<file path="config.mk">
export PLATFORM = sky130hd
export DESIGN_NAME = data_mem_responder
export DESIGN_NICKNAME = d
export VERILOG_FILES = /design/src/rtl/mem_map_pkg.sv /design/src/rtl/mmio_regs.sv /design/src/rtl/data_mem_responder.sv
export SDC_FILE = /design/constraint.sdc
export NUM_CORES = 1
export LEC_CHECK = 0
export CAP_MARGIN = 10
export CORE_ASPECT_RATIO = 0.6
export CORE_MARGIN = 3
export CORE_UTILIZATION = 45
export CTS_CLUSTER_SIZE = 25
export DETAILED_ROUTE_END_ITERATION = 7
export PLACE_DENSITY = 0.74
export SYNTH_ARGS = -nofsm -noshare
export SYNTH_HDL_FRONTEND = slang
export SYNTH_HIERARCHICAL = 1
export SYNTH_SLANG_ARGS = --single-unit
</file>
<file path="constraint.sdc">
create_clock -name clock -period 4.8 [get_ports clock]
set_input_delay 0.96 -clock clock [delete_from_list [all_inputs] [get_ports clock]]
set_output_delay 0.96 -clock clock [all_outputs]
set_load 0.005 [all_outputs]
</file>
<file path="src/rtl/mem_map_pkg.sv">
// Shared memory-map constants and FSM encoding for the port-A responder.
package mem_map_pkg;

    localparam int          DATA_W      = 16;
    localparam logic [15:0] DEF_IO_BASE = 16'hFF00;

    // I/O register offsets relative to the I/O base address
    localparam logic [15:0] OFF_LED = 16'd0;
    localparam logic [15:0] OFF_SW  = 16'd1;
    localparam logic [15:0] OFF_CNT = 16'd2;

    typedef enum logic [2:0] {
        ST_IDLE,
        ST_RAM_ACC,
        ST_IO_WAIT,
        ST_DONE,
        ST_HOLD
    } state_t;

    // True when the word address falls in the memory-mapped I/O window
    function automatic logic is_io_addr(input logic [15:0] addr, input logic [15:0] base);
        return addr >= base;
    endfunction

endpackage

</file>
<file path="src/rtl/mmio_regs.sv">
// I/O register block: LEDs, synchronized switches, free-running cycle counter.
// Accesses arrive as a single-cycle strobe; read data is combinational.
module mmio_regs
    import mem_map_pkg::*;
(
    input  logic              i_clk,
    input  logic              i_rst,
    input  logic              i_acc,
    input  logic [15:0]       i_off,
    input  logic              i_we,
    input  logic [DATA_W-1:0] i_wdata,
    input  logic [DATA_W-1:0] i_sw,
    output logic [DATA_W-1:0] o_rdata,
    output logic [DATA_W-1:0] o_leds,
    output logic              o_io_error
);

    logic [DATA_W-1:0] r_sw_meta;
    logic [DATA_W-1:0] r_sw_sync;
    logic [DATA_W-1:0] r_leds;
    logic [DATA_W-1:0] r_cnt;
    logic              r_io_error;
    logic              w_wr;

    assign w_wr = i_acc && i_we;

    // Two-flop synchronizer for the asynchronous board switches
    always_ff @(posedge i_clk) begin
        if (i_rst) begin
            r_sw_meta <= '0;
            r_sw_sync <= '0;
        end else begin
            r_sw_meta <= i_sw;
            r_sw_sync <= r_sw_meta;
        end
    end

    // LED register, written only through its own offset
    always_ff @(posedge i_clk) begin
        if (i_rst)
            r_leds <= '0;
        else if (w_wr && i_off == OFF_LED)
            r_leds <= i_wdata;
    end

    // Cycle counter; a write clears it and wins over the increment
    always_ff @(posedge i_clk) begin
        if (i_rst)
            r_cnt <= '0;
        else if (w_wr && i_off == OFF_CNT)
            r_cnt <= '0;
        else
            r_cnt <= r_cnt + 16'd1;
    end

    // Sticky error on writes to the switch port or unmapped offsets
    always_ff @(posedge i_clk) begin
        if (i_rst)
            r_io_error <= 1'b0;
        else if (w_wr && i_off != OFF_LED && i_off != OFF_CNT)
            r_io_error <= 1'b1;
    end

    // Read mux; unmapped offsets return zero
    always_comb begin
        o_rdata = '0;
        case (i_off)
            OFF_LED: o_rdata = r_leds;
            OFF_SW:  o_rdata = r_sw_sync;
            OFF_CNT: o_rdata = r_cnt;
            default: o_rdata = '0;
        endcase
    end

    assign o_leds     = r_leds;
    assign o_io_error = r_io_error;

endmodule

</file>
<file path="src/rtl/data_mem_responder.sv">
// Port-A memory responder: decodes RAM vs I/O, drives the block RAM,
// sequences I/O wait states and returns read data with a one-cycle ready.
module data_mem_responder
    import mem_map_pkg::*;
#(
    parameter int          RAM_ADDR_WIDTH = 10,
    parameter logic [15:0] IO_BASE        = DEF_IO_BASE,
    parameter int          IO_WAIT        = 2
)(
    input  logic                      clock,
    input  logic                      reset,
    input  logic                      memAEnabled,
    input  logic                      memAWriteEnabled,
    input  logic [15:0]               memAddr,
    input  logic [DATA_W-1:0]         memWriteData,
    output logic [DATA_W-1:0]         memReadData,
    output logic                      memReady,
    output logic                      ramEnable,
    output logic                      ramWriteEnable,
    output logic [RAM_ADDR_WIDTH-1:0] ramAddr,
    output logic [DATA_W-1:0]         ramWriteData,
    input  logic [DATA_W-1:0]         ramReadData,
    input  logic [DATA_W-1:0]         switches,
    output logic [DATA_W-1:0]         leds,
    output logic                      ioError
);

    state_t            r_state;
    state_t            w_next;
    logic [15:0]       r_addr;
    logic              r_we;
    logic [DATA_W-1:0] r_wdata;
    logic [3:0]        r_wait;
    logic [DATA_W-1:0] r_rdata;

    logic              w_is_io;
    logic              w_accept;
    logic              w_io_go;
    logic [15:0]       w_io_off;
    logic [DATA_W-1:0] w_io_rdata;

    assign w_is_io  = is_io_addr(memAddr, IO_BASE);
    assign w_accept = (r_state == ST_IDLE) && memAEnabled;
    assign w_io_go  = (r_state == ST_IO_WAIT) && (r_wait == 4'd0);
    assign w_io_off = r_addr - IO_BASE;

    mmio_regs u_mmio (
        .i_clk      (clock),
        .i_rst      (reset),
        .i_acc      (w_io_go),
        .i_off      (w_io_off),
        .i_we       (r_we),
        .i_wdata    (r_wdata),
        .i_sw       (switches),
        .o_rdata    (w_io_rdata),
        .o_leds     (leds),
        .o_io_error (ioError)
    );

    // State register; reset drops any in-flight access
    always_ff @(posedge clock) begin
        if (reset)
            r_state <= ST_IDLE;
        else
            r_state <= w_next;
    end

    // Next-state and RAM port drive; the RAM is strobed in the accept cycle
    always_comb begin
        w_next         = r_state;
        memReady       = 1'b0;
        ramEnable      = 1'b0;
        ramWriteEnable = 1'b0;
        ramAddr        = memAddr[RAM_ADDR_WIDTH-1:0];
        ramWriteData   = memWriteData;
        case (r_state)
            ST_IDLE: begin
                if (memAEnabled) begin
                    w_next = w_is_io ? ST_IO_WAIT : ST_RAM_ACC;
                    if (!w_is_io && !reset) begin
                        ramEnable      = 1'b1;
                        ramWriteEnable = memAWriteEnabled;
                    end
                end
            end
            ST_RAM_ACC: w_next = ST_DONE;
            ST_IO_WAIT: if (r_wait == 4'd0) w_next = ST_DONE;
            ST_DONE: begin
                memReady = 1'b1;
                w_next   = ST_HOLD;
            end
            ST_HOLD: begin
                // A still-held identical request is the one already served
                if (!memAEnabled || memAddr != r_addr || memAWriteEnabled != r_we)
                    w_next = ST_IDLE;
            end
            default: w_next = ST_IDLE;
        endcase
    end

    // Request capture, wait countdown and read-data register
    always_ff @(posedge clock) begin
        if (reset) begin
            r_addr  <= '0;
            r_we    <= 1'b0;
            r_wdata <= '0;
            r_wait  <= '0;
            r_rdata <= '0;
        end else begin
            if (w_accept) begin
                r_addr  <= memAddr;
                r_we    <= memAWriteEnabled;
                r_wdata <= memWriteData;
                r_wait  <= 4'(IO_WAIT);
            end
            if (r_state == ST_IO_WAIT && r_wait != 4'd0)
                r_wait <= r_wait - 4'd1;
            if (r_state == ST_RAM_ACC && !r_we)
                r_rdata <= ramReadData;
            if (w_io_go && !r_we)
                r_rdata <= w_io_rdata;
        end
    end

    assign memReadData = r_rdata;

endmodule

</file>
==> impl_metrics.toml, run 1 <==
[run_status]
status = "finished clean"

[synth]
yosys_register_bits = 121
yosysSeqAreaShare_pct = 45.0
synth_nets = 668
synth.mux.area_fraction_pct = 3.37
synthArstFlopShare_pct = 0
synth_xor_area_share_pct = 6.03
yosysWarnings = 6
synth_edf_count = 0
synth_top_area_share_pct = 45.0
syn_avg_cell_area_um2 = 9.01
synth_top_family_by_area = "simple AND/OR/NAND/NOR gates"
synth_area_um2 = 5380
synthSimpleGateAreaFrac_pct = 23.8
ys_dominant_reg_cell = "dfxtp_1"
synth_fa_ha_area_share_pct = 0.698
synth.largest_area_cell = "dfxtp_1"
yosysUniqueCellTypes = 48
ys_top_cells_by_area = "dfxtp_1, nand2_1, a21oi_1, xnor2_1, buf_4"
postSynthCellCount = 597
synth-compound-area-share_pct = 13.4

[die]
rows = 30
initial_core_util_pct = 46.8
chipWidth_um = 147
ios = 130
die_area_um2 = 13300
core_um2 = 11500
die_h_um = 90.7

[finish]
most-common-layout-cells = "clkdlybuf4s50_1, dfxtp_1, nand2_1, a21oi_1, nor2_1"
layout_commonest_cell = "clkdlybuf4s50_1"
layout-drive-gt1-share_pct = 7.45
nets = 756
syn_to_final_growth_pct = 33.1
fin_cells = 858
finish.instance_area_um2 = 7160
insertedDiodeCount = 0
fill_cells = 945

[setup_path]
worstSetupPathType = "in -> out"
cpPeakStageDelay_ps = 500
startpoint_type = "input pin"
startpoint = "memAddr[13]"
cp_common_cell = "clkdlybuf4s50_1"
r2r_slack_ps = 1530
cp_top_family = "buffers and inverters"
path_buf_inv = 2
path_max_fanout = 3
cpMaxStageDelayCell = "clkdlybuf4s50_1"
crit_path_cell_trace = "clkdlybuf4s50_1, nand4_1, nor2_1, nor3_1, and2_1, clkdlybuf4s50_1"
crit_path_end_kind = "primary output"
r2r_start = "r_addr[10]"
critPathArrivalTime_ps = 2610
worstPathRequired_ps = 3840

[clock_network]
htreeDepth = 4
clkTransAtPathRegs_ps = 50
clk_latency_ps = 420
root_buffer = "clkbuf_16"
clockBufferDepth = 2
cts_hold_buf = 0
postCtsResizedCells = 0
cts_setup_buffers = 0
cts_sinks = 121
tritoncts.num_buffers = 17
cts_tree = "yes"

[power_and_ir_drop]
power.density_nw_per_um2 = 405
leakagePower_nw = 2.60
ir_drop_mv = 0.300

[placed_design]
portBuffers = 129
dp_cells = 826
dpl.hpwl_mm = 10.6
place_congestion = 0.902
pre_cts_ws_ps = 1240
post_dp_cell_area_um2 = 6530

[grt]
antenna_found_initial = 0
grt_max_degree = 73
overflow = 0
grt_pass1_wl_mm = 23.6
grtUsageTotal_pct = 22.2
first_global_vias = 4416

[hold_path]
worstHoldStart = "u_mmio/r_sw_meta[6]"
hold_path.class = "reg -> reg"

[sta]
hold_slack_ps = 436
fin_skew_ps = 9.38
setup_viol = 0
finalHoldViolations = 0
period_needed_ps = 3570
slew_viol_final = 0
finalSetupTns_ps = 0
tightest_slew_ps = 901
maxSlewHeadroom_pct = 39.7
final.setup.worst_slack_ps = 1230
max_freq_mhz = 280
grt_setup_unrepaired = "no"
period_share_pct = 74.3

[detailed_routing]
dr.pass1.iters = 5
num_vias = 4691
drt_iter0_drc = 307
vias_per_cell = 5.47
wl_per_cell_um = 17.1
drc = 0
ant_nets = 0
wl_mm = 14.6

[run]
drv_cap = 0
[synthesized netlist by cell type, types with 2 or more instances]
cell       number
nor3_1          9
nand2_1        74
nor2_1         41
nand4_1         9
ha_1            3
dfxtp_1       121
clkbuf_1       21
a221o_1        10
nor3b_1         2
xnor2_1        25
and3_1         17
a2111oi_0       2
buf_6           2
a221o_2         3
nor2b_1        32
xor2_1         12
a31oi_1         2
nor4_1          7
nor4_4          4
mux2i_1        17
inv_1           8
o2bb2ai_1       3
nand2b_1        2
nand3_1        10
a211oi_1       15
a22oi_1         3
buf_4          28
nand4b_1       16
o21ai_0        16
a21oi_1        53
buf_2          13
[path summary, 6_finish.rpt]
| path | endpoint | cells after the start |
|---|---|---|
| worst min register to register | u_mmio/r_sw_sync[6] | 1 |
| worst min-delay path | u_mmio/r_sw_sync[6] | 1 |
| worst max register to register | memReadData[10] | 9 |
| worst max-delay path | ramWriteEnable | 6 |
[worst register-to-register path, stage by stage, from the launching register on]
cell and delay [ps]:
dfxtp_1 440, and3_1 260, nand3_1 120, xnor2_1 190
nor4_4 410, nand4_1 340, nor2_1 790, a221o_1 350
nor2_1 70, a211oi_1 230
[metal layers]
metal	routed length (um)	share of wire (%)	global-route usage (%)
met4	182	1.2	6.74
met3	1460	9.9	7.72
met5	0	0	0
met1	6950	47	32.1
met2	6050	41	30.9
[stage by stage]
stage	total power, mW	util, %
2_1_floorplan	1.39	-
3_3_place_gp	1.56	56.9
3_5_place_dp	1.57	56.9
4_1_cts	2.92	62.3
5_1_grt	3.01	62.3
6_report	2.90	62.3
[flip-flops by register name (all words and copies together), names as in the netlist]
name / cells
r_we: 1
memReadData: 16
u_mmio/o_leds: 16
r_addr: 16
r_wait: 4
u_mmio/r_sw_meta: 16
u_mmio/r_sw_sync: 16
r_wdata: 16
u_mmio/r_cnt: 16
r_state: 3
u_mmio/o_io_error: 1
[logic make-up after synthesis]
| kind of cell | after synthesis |
|---|---|
| fa+ha+maj | 3 |
| flops | 121 |
| buf+inv | 73 |
| simple gates | 233 |
| mux | 18 |
| compound gates | 112 |
| xor+xnor | 37 |
[cell type report]
class                           instances  area (um^2)  area share [%]
Clock buffer                           20          457            6.38
Multi-Input combinational cell        403         2550            35.7
Sequential cell                       121         2420            33.8
Tap cell                              160          200            2.80
Inverter                                8         30.0           0.419
Clock inverter                         12          171            2.39
Timing Repair Buffer                  134         1330            18.5
[power by group]
| part | switching, mW | leakage, nW | total (mW) | internal [mW] |
|---|---|---|---|---|
| registers | 0.0598 | 0.990 | 1.13 | 1.07 |
| clock network | 0.453 | 0.302 | 1.35 | 0.893 |
| logic | 0.203 | 1.30 | 0.419 | 0.217 |
| total | 0.716 | 2.60 | 2.90 | 2.18 |
(Power assumes the default switching activity.)
==> inputs of run 2 (changes only) <==
--- a/config.mk
+++ b/config.mk
@@ -11,7 +11,7 @@
 export CORE_UTILIZATION = 45
 export CTS_CLUSTER_SIZE = 25
 export DETAILED_ROUTE_END_ITERATION = 7
-export PLACE_DENSITY = 0.74
+export PLACE_DENSITY = 0.77
 export SYNTH_ARGS = -nofsm -noshare
 export SYNTH_HDL_FRONTEND = slang
 export SYNTH_HIERARCHICAL = 1
==> constraint.sdc (replaced) <==
create_clock -name clock -period 2.9 [get_ports clock]
set_input_delay 0.58 -clock clock [delete_from_list [all_inputs] [get_ports clock]]
set_output_delay 0.58 -clock clock [all_outputs]
set_load 0.005 [all_outputs]
==> run 2 against run 1 <==
Net effect: final area grew 0.77%; first-iteration DRC count is 6.5% lower; power is 65% higher; combinational power up 67%; non-clock buffer count up 8; count of clock-buffer cells in the layout shrank 3; worst setup slack worse by 1100 ps.
==> impl_metrics.toml, run 2 (same netlist as run 1, synthesis figures left out) <==
[grt]
grt_max_degree = 75
first_global_vias = 4465
overflow = 0
grt_pass1_wl_mm = 23.6
antenna_found_initial = 0
grtUsageTotal_pct = 22.3

[setup_path]
worstPathRequired_ps = 2320
path_max_fanout = 4
cpMaxStageDelayCell = "clkdlybuf4s50_1"
crit_path_cell_trace = "clkdlybuf4s50_1, nand4_1, nor2_1, nor3_1, and2_1, clkdlybuf4s50_1"
startpoint_type = "input pin"
cpPeakStageDelay_ps = 490
critPathArrivalTime_ps = 2190
crit_path_end_kind = "primary output"
cp_common_cell = "clkdlybuf4s50_1"
worstSetupPathType = "in -> out"
r2r_slack_ps = 180

[clock_network]
cts_setup_buffers = 0
clkTransAtPathRegs_ps = 50
clk_latency_ps = 420
cts_sinks = 121
tritoncts.num_buffers = 17
postCtsResizedCells = 0
cts_hold_buf = 0
root_buffer = "clkbuf_16"
clockBufferDepth = 2
htreeDepth = 4
cts_tree = "yes"

[power_and_ir_drop]
power.density_nw_per_um2 = 664
p_seq_share_pct = 39.3
power.switching_mw = 1.21
p_comb_share_pct = 14.6
intPower_mw = 3.58
switching_share_pct = 25.2
ir_drop_mv = 0.437
pwr-share-clk_pct = 46.1
power_mw = 4.79
leakagePower_nw = 2.63

[finish]
finish.instance_area_um2 = 7210
most-common-layout-cells = "clkdlybuf4s50_1, dfxtp_1, nand2_1, a21oi_1, nor2_1"
syn_to_final_growth_pct = 34.2
fin_cells = 865
layout_commonest_cell = "clkdlybuf4s50_1"
finish.utilization_pct = 62.8
register_area_um2 = 2420
multi_input_area_um2 = 2550
layout-drive-gt1-share_pct = 8.51
nets = 764
fill_cells = 965
insertedDiodeCount = 0

[placed_design]
post_dp_cell_area_um2 = 6590
pre_cts_ws_ps = 126
place_congestion = 0.920
dpl.hpwl_mm = 10.9
portBuffers = 129
dp_cells = 834

[sta]
finalSetupTns_ps = 0
setup_viol = 0
final.setup.worst_slack_ps = 134
tightest_slew_ps = 847
period_needed_ps = 2770
period_share_pct = 95.4
hold_slack_ps = 433
finalHoldViolations = 0
slew_viol_final = 0
maxSlewHeadroom_pct = 43.5
max_freq_mhz = 362
grt_setup_unrepaired = "no"
fin_skew_ps = 6.24

[die]
chipWidth_um = 147
die_area_um2 = 13300
die_h_um = 90.7
rows = 30
initial_core_util_pct = 46.8
ios = 130
core_um2 = 11500

[detailed_routing]
vias_per_cell = 5.35
num_vias = 4628
wl_per_cell_um = 17.1
dr.pass1.iters = 4
ant_nets = 0
drt_iter0_drc = 287
wl_mm = 14.8
drc = 0

[run_status]
status = "finished clean"

[run]
drv_cap = 0

[hold_path]
hold_path.class = "reg -> reg"
-- run 2: cell types whose count changed in the layout (fill, tap and decap cells not counted), sizes merged --
cell | before | now
clkbuf | 20 | 17
clkinv | 4 | 6
clkinvlp | 3 | 2
buf | 6 | 14
inv | 9 | 10
-- run 2: layer usage --
layer  share of wire [%]  global-route usage (%)  vias up
met5                   0                       0        -
met4                0.98                    6.28        0
met3                  10                    7.87       13
met2                  42                    31.9      211
met1                  47                    31.8     2146
li1                    -                       -     2258
-- run 2: critical path, delay by kind of cell --
kind                   cells  cell delay (ps)
buffers and inverters      2              970
AND/OR/NAND/NOR            4              640
-- run 2: final timing paths --
kind / cells after the start / to / from
min reg2reg: 1 / u_mmio/r_sw_sync[14] / u_mmio/r_sw_meta[14]
max: 6 / ramWriteEnable / memAddr[9]
max reg2reg: 9 / memReadData[4] / r_addr[10]
min: 1 / u_mmio/r_sw_sync[14] / u_mmio/r_sw_meta[14]
-- run 2: power by group through the flow --
stage / Clock (mW) / Combinational, mW / Sequential, mW
detailed placement: 0 / 0.695 / 1.92
global route: 2.31 / 0.768 / 1.90
global placement: 0 / 0.677 / 1.91
CTS: 2.23 / 0.705 / 1.88
floorplan: 0 / 0.424 / 1.88
finish: 2.21 / 0.700 / 1.88
-- run 2: cell type report --
type | instances | share of cell area [%]
multi-input cells | 403 | 35.4
flip-flops and latches | 121 | 33.6
repair buffers | 142 | 19.2
clock buffers | 17 | 5.90
well taps | 160 | 2.77
clock inverters | 14 | 2.74
inverters | 8 | 0.416
==> inputs of run 3 (changes only) <==
--- a/config.mk
+++ b/config.mk
@@ -6,7 +6,7 @@
 export NUM_CORES = 1
 export LEC_CHECK = 0
 export CAP_MARGIN = 10
-export CORE_ASPECT_RATIO = 0.6
+export CORE_ASPECT_RATIO = 1.2
 export CORE_MARGIN = 3
 export CORE_UTILIZATION = 45
 export CTS_CLUSTER_SIZE = 25
==> run 3 against run 2 <==
Net effect: clock power shrank 8%; critical path depth is the same; global-route usage shrank 0.78 points; fmax grew 1.6%; final cell count shrank 0.12%; via count grew 1.7%; critical path type unchanged; largest cell class unchanged; largest power group unchanged.
==> impl_metrics.toml, run 3 (same netlist as run 1, synthesis figures left out) <==
[run_status]
status = "finished clean"

[detailed_routing]
dr.pass1.iters = 5
wl_per_cell_um = 16.4
ant_nets = 0
wl_mm = 14.2
num_vias = 4706
vias_per_cell = 5.45
drt_iter0_drc = 299
drc = 0

[die]
ios = 130
die_h_um = 126
initial_core_util_pct = 46.3
rows = 43
core_um2 = 11600
chipWidth_um = 106
die_area_um2 = 13300

[finish]
most-common-layout-cells = "clkdlybuf4s50_1, dfxtp_1, nand2_1, a21oi_1, nor2_1"
nets = 766
syn_to_final_growth_pct = 33.9
layout-drive-gt1-share_pct = 8.77
finish.utilization_pct = 62.0
insertedDiodeCount = 0
fin_cells = 864
layout_commonest_cell = "clkdlybuf4s50_1"

[grt]
grt_pass1_wl_mm = 23.0
grtUsageTotal_pct = 21.5
overflow = 0
antenna_found_initial = 0
grt_max_degree = 76
first_global_vias = 4588

[clock_network]
root_buffer = "clkbuf_16"
htreeDepth = 4
tritoncts.num_buffers = 17
cts_sinks = 121
cts_hold_buf = 0
cts_tree = "yes"
clk_latency_ps = 420
clockBufferDepth = 2
clkTransAtPathRegs_ps = 50
cts_setup_buffers = 0
postCtsResizedCells = 0

[setup_path]
startpoint_type = "input pin"
crit_path_cell_trace = "clkdlybuf4s50_1, nand4_1, nor2_1, nor3_2, and2_1, clkdlybuf4s50_1"
path_max_fanout = 3
cpPeakStageDelay_ps = 500
crit_path_end_kind = "primary output"
critPathArrivalTime_ps = 2140
worstPathRequired_ps = 2320
cpMaxStageDelayCell = "clkdlybuf4s50_1"
cp_common_cell = "clkdlybuf4s50_1"
path_buf_inv = 2
worstSetupPathType = "in -> out"
cp_top_family = "buffers and inverters"
r2r_slack_ps = 200

[placed_design]
dp_cells = 833
portBuffers = 129
dpl.hpwl_mm = 10.2
place_congestion = 0.931

[power_and_ir_drop]
ir_drop_mv = 0.439
power_mw = 4.61
power.density_nw_per_um2 = 640
leakagePower_nw = 2.62

[sta]
period_share_pct = 93.9
fin_skew_ps = 17.5
grt_setup_unrepaired = "no"
maxSlewHeadroom_pct = 43.6
period_needed_ps = 2720
finalHoldViolations = 0
max_freq_mhz = 367
tightest_slew_ps = 845
setup_viol = 0
slew_viol_final = 0
finalSetupTns_ps = 0

[hold_path]
hold_path.class = "reg -> reg"

[run]
drv_cap = 0
==> run 3: layout make-up <==
| class | count | area (um^2) |
|---|---|---|
| Clock buffer | 20 | 457 |
| Clock inverter | 11 | 123 |
| Sequential cell | 121 | 2420 |
| Inverter | 8 | 30.0 |
| Multi-Input combinational cell | 403 | 2560 |
| Timing Repair Buffer | 144 | 1410 |
| Fill cell | 1002 | 4420 |
| Tap cell | 157 | 196 |
==> run 3: routing by layer <==
layer / vias to the layer above / part of all wire, % / track usage, %
met5: - / 0 / 0
met4: 0 / 2.3 / 8.16
met3: 24 / 6.6 / 6.00
met2: 182 / 50 / 36.7
met1: 2237 / 41 / 25.7
li1: 2263 / - / -
==> run 3: power breakdown <==
group / switching [mW] / internal, mW / leakage [nW]
Combinational: 0.329 / 0.368 / 1.36
Clock: 0.728 / 1.30 / 0.274
Sequential: 0.0993 / 1.78 / 0.990
==> run 3: final timing paths <==
check	from	cells after the start	end
min	u_mmio/r_sw_meta[6]	1	u_mmio/r_sw_sync[6]
max reg2reg	r_addr[10]	9	memReadData[0]
min reg2reg	u_mmio/r_sw_meta[6]	1	u_mmio/r_sw_sync[6]
max	memAddr[13]	6	ramWriteEnable
==> run 3: metrics by stage <==
step | cell area, um^2 | setup WS, ps | hold slack (ps)
2_1_floorplan | 5380 | 545 | 414
6_report | 7200 | 178 | 439
3_5_place_dp | 6620 | 76.9 | 427
4_1_cts | 7190 | 74.4 | 441
5_1_grt | 7200 | 54.4 | 459
3_3_place_gp | 6620 | 102 | 424
==> edit, RTL diff (config.mk and constraints of run 1) <==
Set the parameter `RAM_ADDR_WIDTH` to 8 (it was 10).
--- a/src/rtl/data_mem_responder.sv
+++ b/src/rtl/data_mem_responder.sv
@@ -4,5 +4,5 @@
     import mem_map_pkg::*;
 #(
-    parameter int          RAM_ADDR_WIDTH = 10,
+    parameter int          RAM_ADDR_WIDTH = 8,
     parameter logic [15:0] IO_BASE        = DEF_IO_BASE,
     parameter int          IO_WAIT        = 2
Ports: changed (resized ramAddr); port bits go from 130 to 128. The function was not compared with the original's and may differ.
==> edit against run 1 <==
Via count increased by 0.41%. Highest routed layer unchanged. Area after synthesis is 0.28% lower. First-iteration DRC count is 26% higher. Design area shrank 0.33%. Total power is 0.57% lower. Sequential cell count unchanged. Die area fell by 0.26%. Count of clock-buffer cells in the layout fell by 2. Routed wire length about the same. Setup slack worse by 0.0036 ns.
==> edit: results (changes against run 1) <==
[timing]
worst_pin_slew_ns=0.8997  ; -0.001672 ns
clock-skew-final_ns=0.007021  ; -0.002355 ns

[detailed_routing]
routed_wl_um=14650  ; about the same
wl_met2_um=5976  ; -1.3%
drt_iter0_markers=386  ; +26%
dr_wl_met3_um=1376  ; -5.5%

[power]
ir_worst_vdd_mv=0.2334  ; -22%
switching_share=0.2504  ; +0.003556
p_seq_frac=0.393  ; +0.002

[global_route]
grt_util_met1=0.3308  ; +0.009566
grt_max_degree=77  ; +5.5%
grt_usage=0.2220  ; about the same
grt_pass1_vias=4430  ; +0.32%

[layout]
layout.nets=754  ; -0.26%
nClkBuffers=18  ; -10%
stdcell_count=856  ; -0.23%
n_all_buffers=132  ; -1.5%
buffer_area_frac=0.1831  ; -0.002188

[place]
place.gp.congestion=0.9147  ; +1.5%
dp.cells=824  ; -0.24%
io_buffers=127  ; -1.6%
dpl_cell_area_mm2=0.006511  ; -0.31%

[status]
status=finished, final reports clean

[yosys]
yosys-top-cells-area=dfxtp_1 45%, nand2_1 5.2%, a21oi_1 4.9%
synth_top_area_frac=0.4517  ; +0.001261
synth_nets=666  ; -0.30%
yosysSeqAreaShare=0.4517  ; +0.001261

[die]
die-area_mm2=0.01331  ; -0.26%

[edit: cell types whose count changed after synthesis, sizes merged]
cell         run 1  this run
buf             43        41
[edit: cell families after synthesis]
kind of cell | after synthesis | synth area share
adder cells (fa/ha/maj) | 3 | 0.007000
multiplexers | 18 | 0.03383
buffers and inverters | 71 | 0.07396
XOR/XNOR | 37 | 0.06043
AND/OR/NAND/NOR | 233 | 0.2385
AO/OA/AOI/OAI | 112 | 0.1346
flip-flops | 121 | 0.4517
[edit: worst paths after layout]
path | startpoint | to | slack, ns
max reg2reg | r_addr[10]$_SDFFE_PP0P_ | memReadData[10]$_SDFFE_PP0P_ | 1.58
max | memAddr[13] | ramWriteEnable | 1.23
min reg2reg | u_mmio/r_sw_meta[3]$_SDFF_PP0_ | u_mmio/r_sw_sync[3]$_SDFF_PP0_ | 0.44
min | u_mmio/r_sw_meta[3]$_SDFF_PP0_ | u_mmio/r_sw_sync[3]$_SDFF_PP0_ | 0.44
